`src/rtl/counter_64_bit_reader_pkg.sv`:
```
// Shared widths and reader state type for the 64-bit counter and its read-side companion.
package counter_64_bit_pkg;

   localparam int unsigned WIDTH_DEFAULT = 64;
   localparam int unsigned CHUNK_DEFAULT = 16;

   typedef enum logic {
      IDLE,
      SEND
   } rd_state_t;

endpackage

```
`src/rtl/counter_64_bit_reader_if.sv`:
```
// Narrow valid/ready beat channel carrying snapshot chunks out of the reader.
interface counter_64_bit_reader_if
   import counter_64_bit_pkg::*;
#(
   parameter int unsigned CHUNK = CHUNK_DEFAULT
);

   logic [CHUNK-1:0] dout;
   logic             dvalid;
   logic             dready;
   logic             dlast;

   modport master (
      output dout,
      output dvalid,
      output dlast,
      input  dready
   );

   modport slave (
      input  dout,
      input  dvalid,
      input  dlast,
      output dready
   );

endinterface

```
`src/rtl/counter_64_bit_reader.sv`:
```
// Atomic snapshot of the live counter value, streamed out LSB chunk first as
// CHUNK-wide beats. Requests arriving mid-stream are dropped and flagged,
// except on the final-beat handshake where a new snapshot starts back-to-back.
module counter_64_bit_reader
   import counter_64_bit_pkg::*;
#(
   parameter int unsigned WIDTH = WIDTH_DEFAULT,
   parameter int unsigned CHUNK = CHUNK_DEFAULT
) (
   input  logic                     clk,
   input  logic                     rst,
   input  logic [WIDTH-1:0]         cnt,
   input  logic                     req,
   output logic                     busy,
   output logic                     drop,
   counter_64_bit_reader_if.master  dbus
);

   localparam int unsigned N     = WIDTH / CHUNK;
   localparam int unsigned IDX_W = (N > 1) ? $clog2(N) : 1;

   if ((WIDTH % CHUNK) != 0 || N < 2) begin : g_bad_params
      $error("counter_64_bit_reader: WIDTH must be a multiple of CHUNK with at least two beats");
   end

   localparam logic [IDX_W-1:0] LAST_IDX = IDX_W'(N - 1);

   rd_state_t                   state, state_n;
   logic [N-1:0][CHUNK-1:0]     snap, snap_n;
   logic [IDX_W-1:0]            idx, idx_n;
   logic                        drop_n;
   logic                        hs;
   logic                        at_last;

   // State register, snapshot and beat index; asynchronous reset abandons any transfer.
   always_ff @(posedge clk or posedge rst) begin
      if (rst) begin
         state <= IDLE;
         snap  <= '0;
         idx   <= '0;
         drop  <= 1'b0;
      end else begin
         state <= state_n;
         snap  <= snap_n;
         idx   <= idx_n;
         drop  <= drop_n;
      end
   end

   // Next-state: capture on request when idle or when the last beat is handing off.
   always_comb begin
      state_n = state;
      snap_n  = snap;
      idx_n   = idx;
      drop_n  = 1'b0;
      at_last = (idx == LAST_IDX);
      hs      = (state == SEND) && dbus.dready;

      case (state)
         IDLE: begin
            if (req) begin
               snap_n  = cnt;
               idx_n   = '0;
               state_n = SEND;
            end
         end
         SEND: begin
            if (hs && at_last) begin
               if (req) begin
                  snap_n = cnt;
                  idx_n  = '0;
               end else begin
                  state_n = IDLE;
               end
            end else begin
               if (hs) begin
                  idx_n = idx + 1'b1;
               end
               drop_n = req;
            end
         end
         default: state_n = IDLE;
      endcase
   end

   // Beat outputs decode only registered state, so no input reaches an output combinationally.
   always_comb begin
      busy        = (state == SEND);
      dbus.dvalid = busy;
      dbus.dlast  = busy && (idx == LAST_IDX);
      dbus.dout   = busy ? snap[idx] : '0;
   end

endmodule
```
`src/flat_wrapper.sv`:
```
// flat-port wrapper written by rule: the top's interface ports become plain ports
module counter_64_bit_reader_flat import counter_64_bit_pkg::*;
#(
   parameter int unsigned WIDTH = WIDTH_DEFAULT,
   parameter int unsigned CHUNK = CHUNK_DEFAULT
)
  (clk, rst, cnt, req, busy, drop, dbus_dout, dbus_dvalid, dbus_dlast, dbus_dready);
  counter_64_bit_reader_if #(.CHUNK(CHUNK)) dbus_i ();
  input  logic clk;
  input  logic rst;
  input  logic [WIDTH-1:0] cnt;
  input  logic req;
  output logic busy;
  output logic drop;
  output wire logic [$bits(dbus_i.dout)-1:0] dbus_dout;
  output wire logic [$bits(dbus_i.dvalid)-1:0] dbus_dvalid;
  output wire logic [$bits(dbus_i.dlast)-1:0] dbus_dlast;
  input wire logic [$bits(dbus_i.dready)-1:0] dbus_dready;
  assign dbus_dout = dbus_i.dout;
  assign dbus_dvalid = dbus_i.dvalid;
  assign dbus_dlast = dbus_i.dlast;
  assign dbus_i.dready = dbus_dready;
  counter_64_bit_reader #(.WIDTH(WIDTH), .CHUNK(CHUNK)) u_core (.clk(clk), .rst(rst), .cnt(cnt), .req(req), .busy(busy), .drop(drop), .dbus(dbus_i));
endmodule
```
`config.mk`:
```
export PLATFORM = sky130hd
export DESIGN_NAME = counter_64_bit_reader_flat
export DESIGN_NICKNAME = d
export VERILOG_FILES = /design/src/rtl/counter_64_bit_reader_pkg.sv /design/src/rtl/counter_64_bit_reader_if.sv /design/src/rtl/counter_64_bit_reader.sv /design/src/flat_wrapper.sv
export SDC_FILE = /design/constraint.sdc
export NUM_CORES = 1
export LEC_CHECK = 0
export BUFFER_PORTS_ARGS = -buffer_cell sky130_fd_sc_hd__buf_2
export CAP_MARGIN = 5
export CORE_MARGIN = 4
export CORE_UTILIZATION = 50
export CTS_CLUSTER_DIAMETER = 200
export DETAILED_ROUTE_END_ITERATION = 12
export HOLD_SLACK_MARGIN = 0.12
export MAX_ROUTING_LAYER = met4
export PLACE_DENSITY = 0.88
export SYNTH_ARGS = -nofsm -noshare
export SYNTH_HDL_FRONTEND = slang
export SYNTH_SLANG_ARGS = --single-unit
```
`constraint.sdc`:
```
create_clock -name clk -period 5.2 [get_ports clk]
set_clock_uncertainty 0.05 [all_clocks]
set_input_delay 1.3 -clock clk [delete_from_list [all_inputs] [get_ports clk]]
set_output_delay 1.3 -clock clk [all_outputs]
set_load 0.1 [all_outputs]
```
Yosys cells after proc, flatten, opt, wreduce, memory -nomap -nowiden
Index checks and enable logic that the tools add are counted.
{ "totals": {"mem_bits_rw": 0, "output_inout_bits": 20, "regBits": 68, "input_bits": 68, "mem_count": 0, "mem_bits_ro": 0, "latchBits": 0} }
{ "classes": {"n_bitwise": 1, "mul": 0, "muxes": 15, "n_div": 0, "eq_ne": 3, "reduce_logical": 3, "order_cmp": 1, "n_shift": 0, "addsub": 1} }
{ "ops": {"columns": ["op", "count"], "rows": [
  ["$mux 64", 2],
  ["$pmux 64 s2", 1],
  ["$bmux 16 s2", 1],
  ["$mux 16", 2],
  ["$mux 2", 3],
  ["$mux 1", 4],
  ["$pmux 2 s2", 1],
  ["$logic_and 1x1->1", 3],
  ["$lt 2x3->1 const B", 1],
  ["$ne 3x3->1 const B", 1],
  ["$add 2x1->2 const B", 1],
  ["$eq 2x2->1 const B", 1],
  ["$ne 2x2->1 const B", 1],
  ["$pmux 1 s2", 1],
  ["$not 1->1", 1]
]} }

Depth between registers and ports, before layout
Gate-level depths: netlist (run 1).
{ "depth": {"depth_word": 4, "depth_mapped": 6} }

Least setup slack after synthesis (run 1)
OpenSTA, ideal clock, no wires.
{ "synth_timing": {"path_kind": "flip-flop to output port", "start": "reg u_core.state (netlist: u_core.busy)", "end": "out dbus_dout[10]", "arrival_time_ns": 3.044, "setup_slack_ns": 0.806, "path_buffers": 2, "path_stages_with_launch": 5, "cell_sequence": "dfrtp_1 > or2b_1 > clkbuf_1 > buf_2 > o22ai_1"} }
{ "synth_via": {"elab_chain_cells": 1} }
{ "synth_rtl": {"columns": ["element", "line", "text"], "rows": [
  ["start: declaration", "counter_64_bit_reader.sv:28", "rd_state_t state, state_n;"],
  ["start signal: assignment", "counter_64_bit_reader.sv:43", "state <= state_n;"],
  ["$mux 16", "counter_64_bit_reader.sv:91", "dbus.dout = busy ? snap[idx] : '0;"],
  ["end: declaration", "flat_wrapper.sv:15", "output wire logic [$bits(dbus_i.dout)-1:0] dbus_dout;"]
]} }
Every way passes these cells.

Worst setup path in the final report (run 1)
{ "layout_timing": {"start": "reg u_core.idx[1]", "end": "out dbus_dlast"} }
{ "layout_via": {"elab_chain_cells": 2} }
{ "layout_rtl": {"columns": ["element", "line", "text"], "rows": [
  ["start: declaration", "counter_64_bit_reader.sv:30", "logic [IDX_W-1:0] idx, idx_n;"],
  ["start signal: assignment", "counter_64_bit_reader.sv:45", "idx <= idx_n;"],
  ["$eq 2x2->1", "counter_64_bit_reader.sv:90", "dbus.dlast = busy && (idx == LAST_IDX);"],
  ["$logic_and 1x1->1", "counter_64_bit_reader.sv:90", null],
  ["end: declaration", "flat_wrapper.sv:17", "output wire logic [$bits(dbus_i.dlast)-1:0] dbus_dlast;"]
]} }
Every way passes these cells.

==> impl_metrics.toml, run 1 <==
[yosys]
synth.yosys.seq_area_share_pct = 50.5
post_synth_instance_area_um2 = 3370
post_synth_inst_count = 210
synth_fp_nets = 279
synth-warning-count = 0
synthesis.area_per_instance_um2 = 16.0
number_of_library_cell_types_mapped_by_synthesis = 21
ys_seq_elements = 68

[worst_setup_path]
timing.setup.critical_path_class = "flop to output port"
timing.critical_path.required_ns = 3.85
worst_r2r_path_depth = 4
setup.worst_path.start_class = "flop"
worst_ep_arrival_time_ns = 2.30
worstReg2RegStart = "u_core.idx[1]$_DFFE_PP0P_"
r2r_slack_ns = 2.27
timing.rr.end = "u_core.snap[44]$_DFFE_PP0P_"
worst_setup_path_end_kind = "output port"
timing.critical_path.cells = "ha_1, and2_1, buf_2"
crit_fanout = 34
crit_path_top_delay_cell = "dfrtp_2"
worst_path_largest_cell_delay_ns = 1.01

[cts]
clock_latency_ns = 0.33
post_cts_resized = 0
numCtsBuffers = 9
register_clock_pin_slew_on_the_reported_worst_setup_and_hold_paths_ns = 0.07
clk_path_buf_depth = 2
tritoncts = "done"
cts_max_level = 3
cts.sink_count = 68
ctsRootBufferMaster = "clkbuf_8"
cts-hold-fix-buffers = 0
cts_post_setup_buffers_inserted = 0

[cells_and_area]
final_net_count = 363
area_overhead_of_the_layout_relative_to_synthesis_pct = 17.2
drive_above_1_share_pct = 57.5
layout.cell_area.non_filler_um2 = 3950
final_core_util_pct = 61.1
stdcell_count = 377
most-common-layout-cells = "buf_2, dfrtp_1, mux2_4"
final_common_cell = "buf_2"

[placed_design]
place.port_buffers = 87
placed_cells_incl_taps = 360
hpwl_mm = 4.51
gp_routability_congestion = 0.738
placed_cell_area_um2 = 3730

[global_routing]
grt_first_pass_wirelength_mm = 10.5
global_route.usage.total_pct = 16.9
grt_pass1_vias = 2139
grt_overflow = 0
grt_antenna_before_repair = 1
grt_start_max_net_pins = 65

[detailed_routing]
drc = 0
ant_nets = 0
detail_route.wirelength_mm = 6.53
via_count = 1983
count_of_tritonroute_iterations_in_the_first_routing_pass = 5
routed_wire_length_per_instance_um = 17.3
first_iter_violations = 67
viasPerCell = 5.26

[hold_path]
hold-path-cell-count = 1
min_from = "u_core.snap[41]$_DFFE_PP0P_"
hp-class = "flop to flop"
min_delay_worst_endpoint = "u_core.snap[41]$_DFFE_PP0P_"

[floorplanning]
die_h_um = 90.1
rows = 29
floorplan.die.width_um = 90.1
initial_core_util_pct = 52.2
num_io_pins = 88
design.core.area_um2 = 6460
die_area_um2 = 8120

[timing]
worstMarginPinSlew_ns = 1.19
fin_crit_ns = 3.65
maxSlewHeadroom_pct = 20.9
setup-violations-final = 0
setup_repair_after_global_routing_missed_its_margin = "no"
max_clock_freq_ghz = 0.274
fin_crit_share_pct = 70.1
maxSlewViolCount = 0
hold_viol_final = 0
setup_tns_ns = 0

[outcome]
run_status = "finished, final reports clean"

[run]
cap_violations = 0
worst max-delay path by stage:
stage,start,end,slack [ns],cells past startpoint
global route,u_core.idx[1]$_DFFE_PP0P_,dbus_dlast,1.44,3
finish,u_core.idx[1]$_DFFE_PP0P_,dbus_dlast,1.55,3
CTS,u_core.idx[1]$_DFFE_PP0P_,dbus_dlast,1.50,3
global placement,u_core.idx[1]$_DFFE_PP0P_,dbus_dlast,1.91,3
detailed placement,u_core.idx[1]$_DFFE_PP0P_,dbus_dlast,1.89,3
floorplan,u_core.busy$_DFF_PP0_,dbus_dout[10],0.81,4
stage by stage:
stage	setup slack (ns)	hold WS, ns
final	1.55	0.460
after global routing	1.44	0.478
after CTS	1.50	0.463
after detailed placement	1.89	0.444
after global placement	1.91	0.441
after floorplan	0.806	0.429
worst max-delay path, delay by kind of cell (launching register included):
kind / cells / cell delay (ns)
DFF: 1 / 1.01
adders and majority gates: 1 / 0.39
and+or+nand+nor: 1 / 0.14
buffers and inverters: 1 / 0.41
layer usage:
layer / vias up / share of wire [%] / global-route usage [%] / wire length (um)
li1: 927 / - / - / -
met5: - / 0 / - / 0
met1: 974 / 46 / 21.4 / 3000
met4: 0 / 0.74 / 3.83 / 48
met3: 6 / 7.0 / 6.43 / 454
met2: 76 / 46 / 25.7 / 3020
cell usage after synthesis:
cell type / instances / area share, %
nand2b_4: 1 / 0.41
nand2_1: 1 / 0.11
ha_1: 1 / 0.37
and3b_1: 1 / 0.26
inv_1: 2 / 0.22
mux2_4: 60 / 27
buf_12: 7 / 4.2
a21o_1: 1 / 0.22
a32o_1: 1 / 0.30
or2b_1: 1 / 0.22
dfrtp_1: 68 / 51
or2_2: 1 / 0.19
buf_4: 1 / 0.22
and2_1: 2 / 0.37
mux2i_1: 32 / 9.5
nor2b_1: 1 / 0.19
a21boi_4: 1 / 0.56
buf_2: 5 / 0.74
clkbuf_1: 2 / 0.22
mux2_2: 4 / 1.3
o22ai_1: 17 / 3.2
registers in the layout (all words and copies together) (netlist names):
register and flops:
u_core.snap 64, u_core.idx 2, u_core.busy 1, u_core.drop 1
logic make-up after synthesis:
logic type | share of synthesized area (%)
muxes | 37.6
DFF | 50.5
and+or+nand+nor | 1.75
AOI/OAI and AO/OA | 4.23
adders and majority gates | 0.371
buffers and inverters | 5.57
area by class of cell:
class | instances | area, um2
inverter | 2 | 7.51
fill | 513 | 2510
antenna | 1 | 2.50
sequential | 68 | 1700
multi-input combinational | 125 | 1480
clock buffer | 10 | 128
clock inverter | 6 | 88.8
timing repair buffer | 88 | 443
tap | 77 | 96.3
Power of run 1 is left out: the tool's default activity adds up to more than one toggle a clock period on the data nets, which glitch-free logic cannot reach.
==> run 2: changes to the inputs <==
--- a/config.mk
+++ b/config.mk
@@ -8,7 +8,7 @@
 export BUFFER_PORTS_ARGS = -buffer_cell sky130_fd_sc_hd__buf_2
 export CAP_MARGIN = 5
 export CORE_MARGIN = 4
-export CORE_UTILIZATION = 50
+export CORE_UTILIZATION = 48
 export CTS_CLUSTER_DIAMETER = 200
 export DETAILED_ROUTE_END_ITERATION = 12
 export HOLD_SLACK_MARGIN = 0.12
==> constraint.sdc (replaced) <==
create_clock -name clk -period 3.3 [get_ports clk]
set_clock_uncertainty 0.05 [all_clocks]
set_input_delay 0.825 -clock clk [delete_from_list [all_inputs] [get_ports clk]]
set_output_delay 0.825 -clock clk [all_outputs]
set_load 0.1 [all_outputs]
==> run 2 against run 1 <==
Against the previous run:
- utilization down 2.3 points
- non-clock buffer count up 4
- via count up 0.76%
- sequential share of layout area down 0.51 points
- hold slack better by 0.0016 ns
- final cell count up 5.6%
- register-to-register slack worse by 1.4 ns
- critical endpoint is now dbus_dout[7]
==> impl_metrics.toml, run 2 (same netlist as run 1, synthesis figures left out) <==
[outcome]
run_status = "finished, final reports clean"

[floorplanning]
rows = 30
num_io_pins = 88
design.core.area_um2 = 6790
die_area_um2 = 8420
floorplan.die.width_um = 91.8
die_h_um = 91.8
initial_core_util_pct = 49.6

[cts]
clock_latency_ns = 0.33
clk_path_buf_depth = 2
cts_max_level = 3
numCtsBuffers = 9
cts_post_setup_buffers_inserted = 0
ctsRootBufferMaster = "clkbuf_8"
cts-hold-fix-buffers = 0
post_cts_resized = 0
register_clock_pin_slew_on_the_reported_worst_setup_and_hold_paths_ns = 0.07
tritoncts = "done"
cts.sink_count = 68

[timing]
maxSlewViolCount = 0
fin_crit_ns = 3.00
maxSlewHeadroom_pct = 52.3
setup-violations-final = 0
setup_slack_ns = 0.303
hold_viol_final = 0
fin_crit_share_pct = 90.8
max_clock_freq_ghz = 0.334
setup_repair_after_global_routing_missed_its_margin = "no"
setup_tns_ns = 0
worstMarginPinSlew_ns = 0.714

[worst_setup_path]
setup.worst_path.start_class = "flop"
crit_fanout = 21
worst_ep_arrival_time_ns = 2.12
timing.setup.critical_path_class = "flop to output port"
r2r_slack_ns = 0.86
worst_setup_path_end_kind = "output port"
timing.critical_path.required_ns = 2.42

[detailed_routing]
first_iter_violations = 101
viasPerCell = 5.02
count_of_tritonroute_iterations_in_the_first_routing_pass = 4
routed_wire_length_per_instance_um = 17.1
drc = 0
via_count = 1998
detail_route.wirelength_mm = 6.81
ant_nets = 0

[cells_and_area]
max_flop_register = "u_core.snap"
largest_register_ff_count = 64
antenna_cells_inserted = 0
layout_top_registers = "u_core.snap: 64 flops, u_core.idx: 2 flops"
area_overhead_of_the_layout_relative_to_synthesis_pct = 18.6
final_net_count = 367
final_common_cell = "buf_2"
most-common-layout-cells = "buf_2, dfrtp_1, mux2_4"
drive_above_1_share_pct = 57.9

[placed_design]
gp_routability_congestion = 0.757
place.port_buffers = 87
dpl_worst_slack_ns = 0.652
hpwl_mm = 4.86

[global_routing]
grt_pass1_vias = 2183
grt_first_pass_wirelength_mm = 11.1
grt_overflow = 0
global_route.usage.total_pct = 17.3
grt_start_max_net_pins = 41
grt_antenna_before_repair = 0

[run]
cap_violations = 0

[hold_path]
hp-class = "flop to flop"
run 2: cell count changes in the layout (fill, tap and decap cells not counted):
cell	delta
buf_4	+2
buf_12	+2
diode_2	-1
clkinvlp_4	-2
bufinv_16	-2
clkinv_4	-1
clkbuf_8	+4
run 2: critical path: stages, from the launching register on:
cell	delay (ns)
dfrtp_2	0.75
buf_4	0.31
mux2i_1	0.11
o22ai_1	0.14
buf_2	0.47
run 2: final timing paths:
kind,start,end,depth (start not counted)
worst min-delay path,u_core.snap[39]$_DFFE_PP0P_,u_core.snap[39]$_DFFE_PP0P_,1
worst max-delay path,u_core.idx[1]$_DFFE_PP0P_,dbus_dout[7],4
worst min register to register,u_core.snap[39]$_DFFE_PP0P_,u_core.snap[39]$_DFFE_PP0P_,1
max in group asynchronous,rst,u_core.snap[28]$_DFFE_PP0P_,3
worst max register to register,u_core.idx[1]$_DFFE_PP0P_,u_core.snap[38]$_DFFE_PP0P_,5
min in group asynchronous,rst,u_core.snap[47]$_DFFE_PP0P_,2
run 2: routing by layer:
layer / vias to the layer above / wire, um / global-route usage [%]
met2: 61 / 3180 / 26.0
met5: - / 0 / -
li1: 939 / - / -
met4: 0 / 85 / 5.94
met1: 989 / 3210 / 23.4
met3: 9 / 334 / 3.61
run 2: per-stage QoR:
stage | hold WS, ns | instance area (um2) | utilization, % | cells
after global routing | 0.469 | 4000 | 58.8 | 398
after floorplan | 0.429 | 3370 | - | 210
after detailed placement | 0.444 | 3810 | 56.1 | 383
after CTS | 0.463 | 4000 | 58.8 | 398
final | 0.462 | 4000 | 58.8 | 398
after global placement | 0.440 | 3810 | 56.1 | 383
run 2: area by class of cell:
| cell class | count | area [um2] |
|---|---|---|
| clock inverters | 1 | 5.00 |
| well taps | 96 | 120 |
| clock buffers | 14 | 183 |
| repair buffers | 92 | 498 |
| inverters | 2 | 7.51 |
| fillers | 528 | 2800 |
| flip-flops and latches | 68 | 1700 |
| multi-input cells | 125 | 1480 |
Power of run 2 is left out for the same reason.
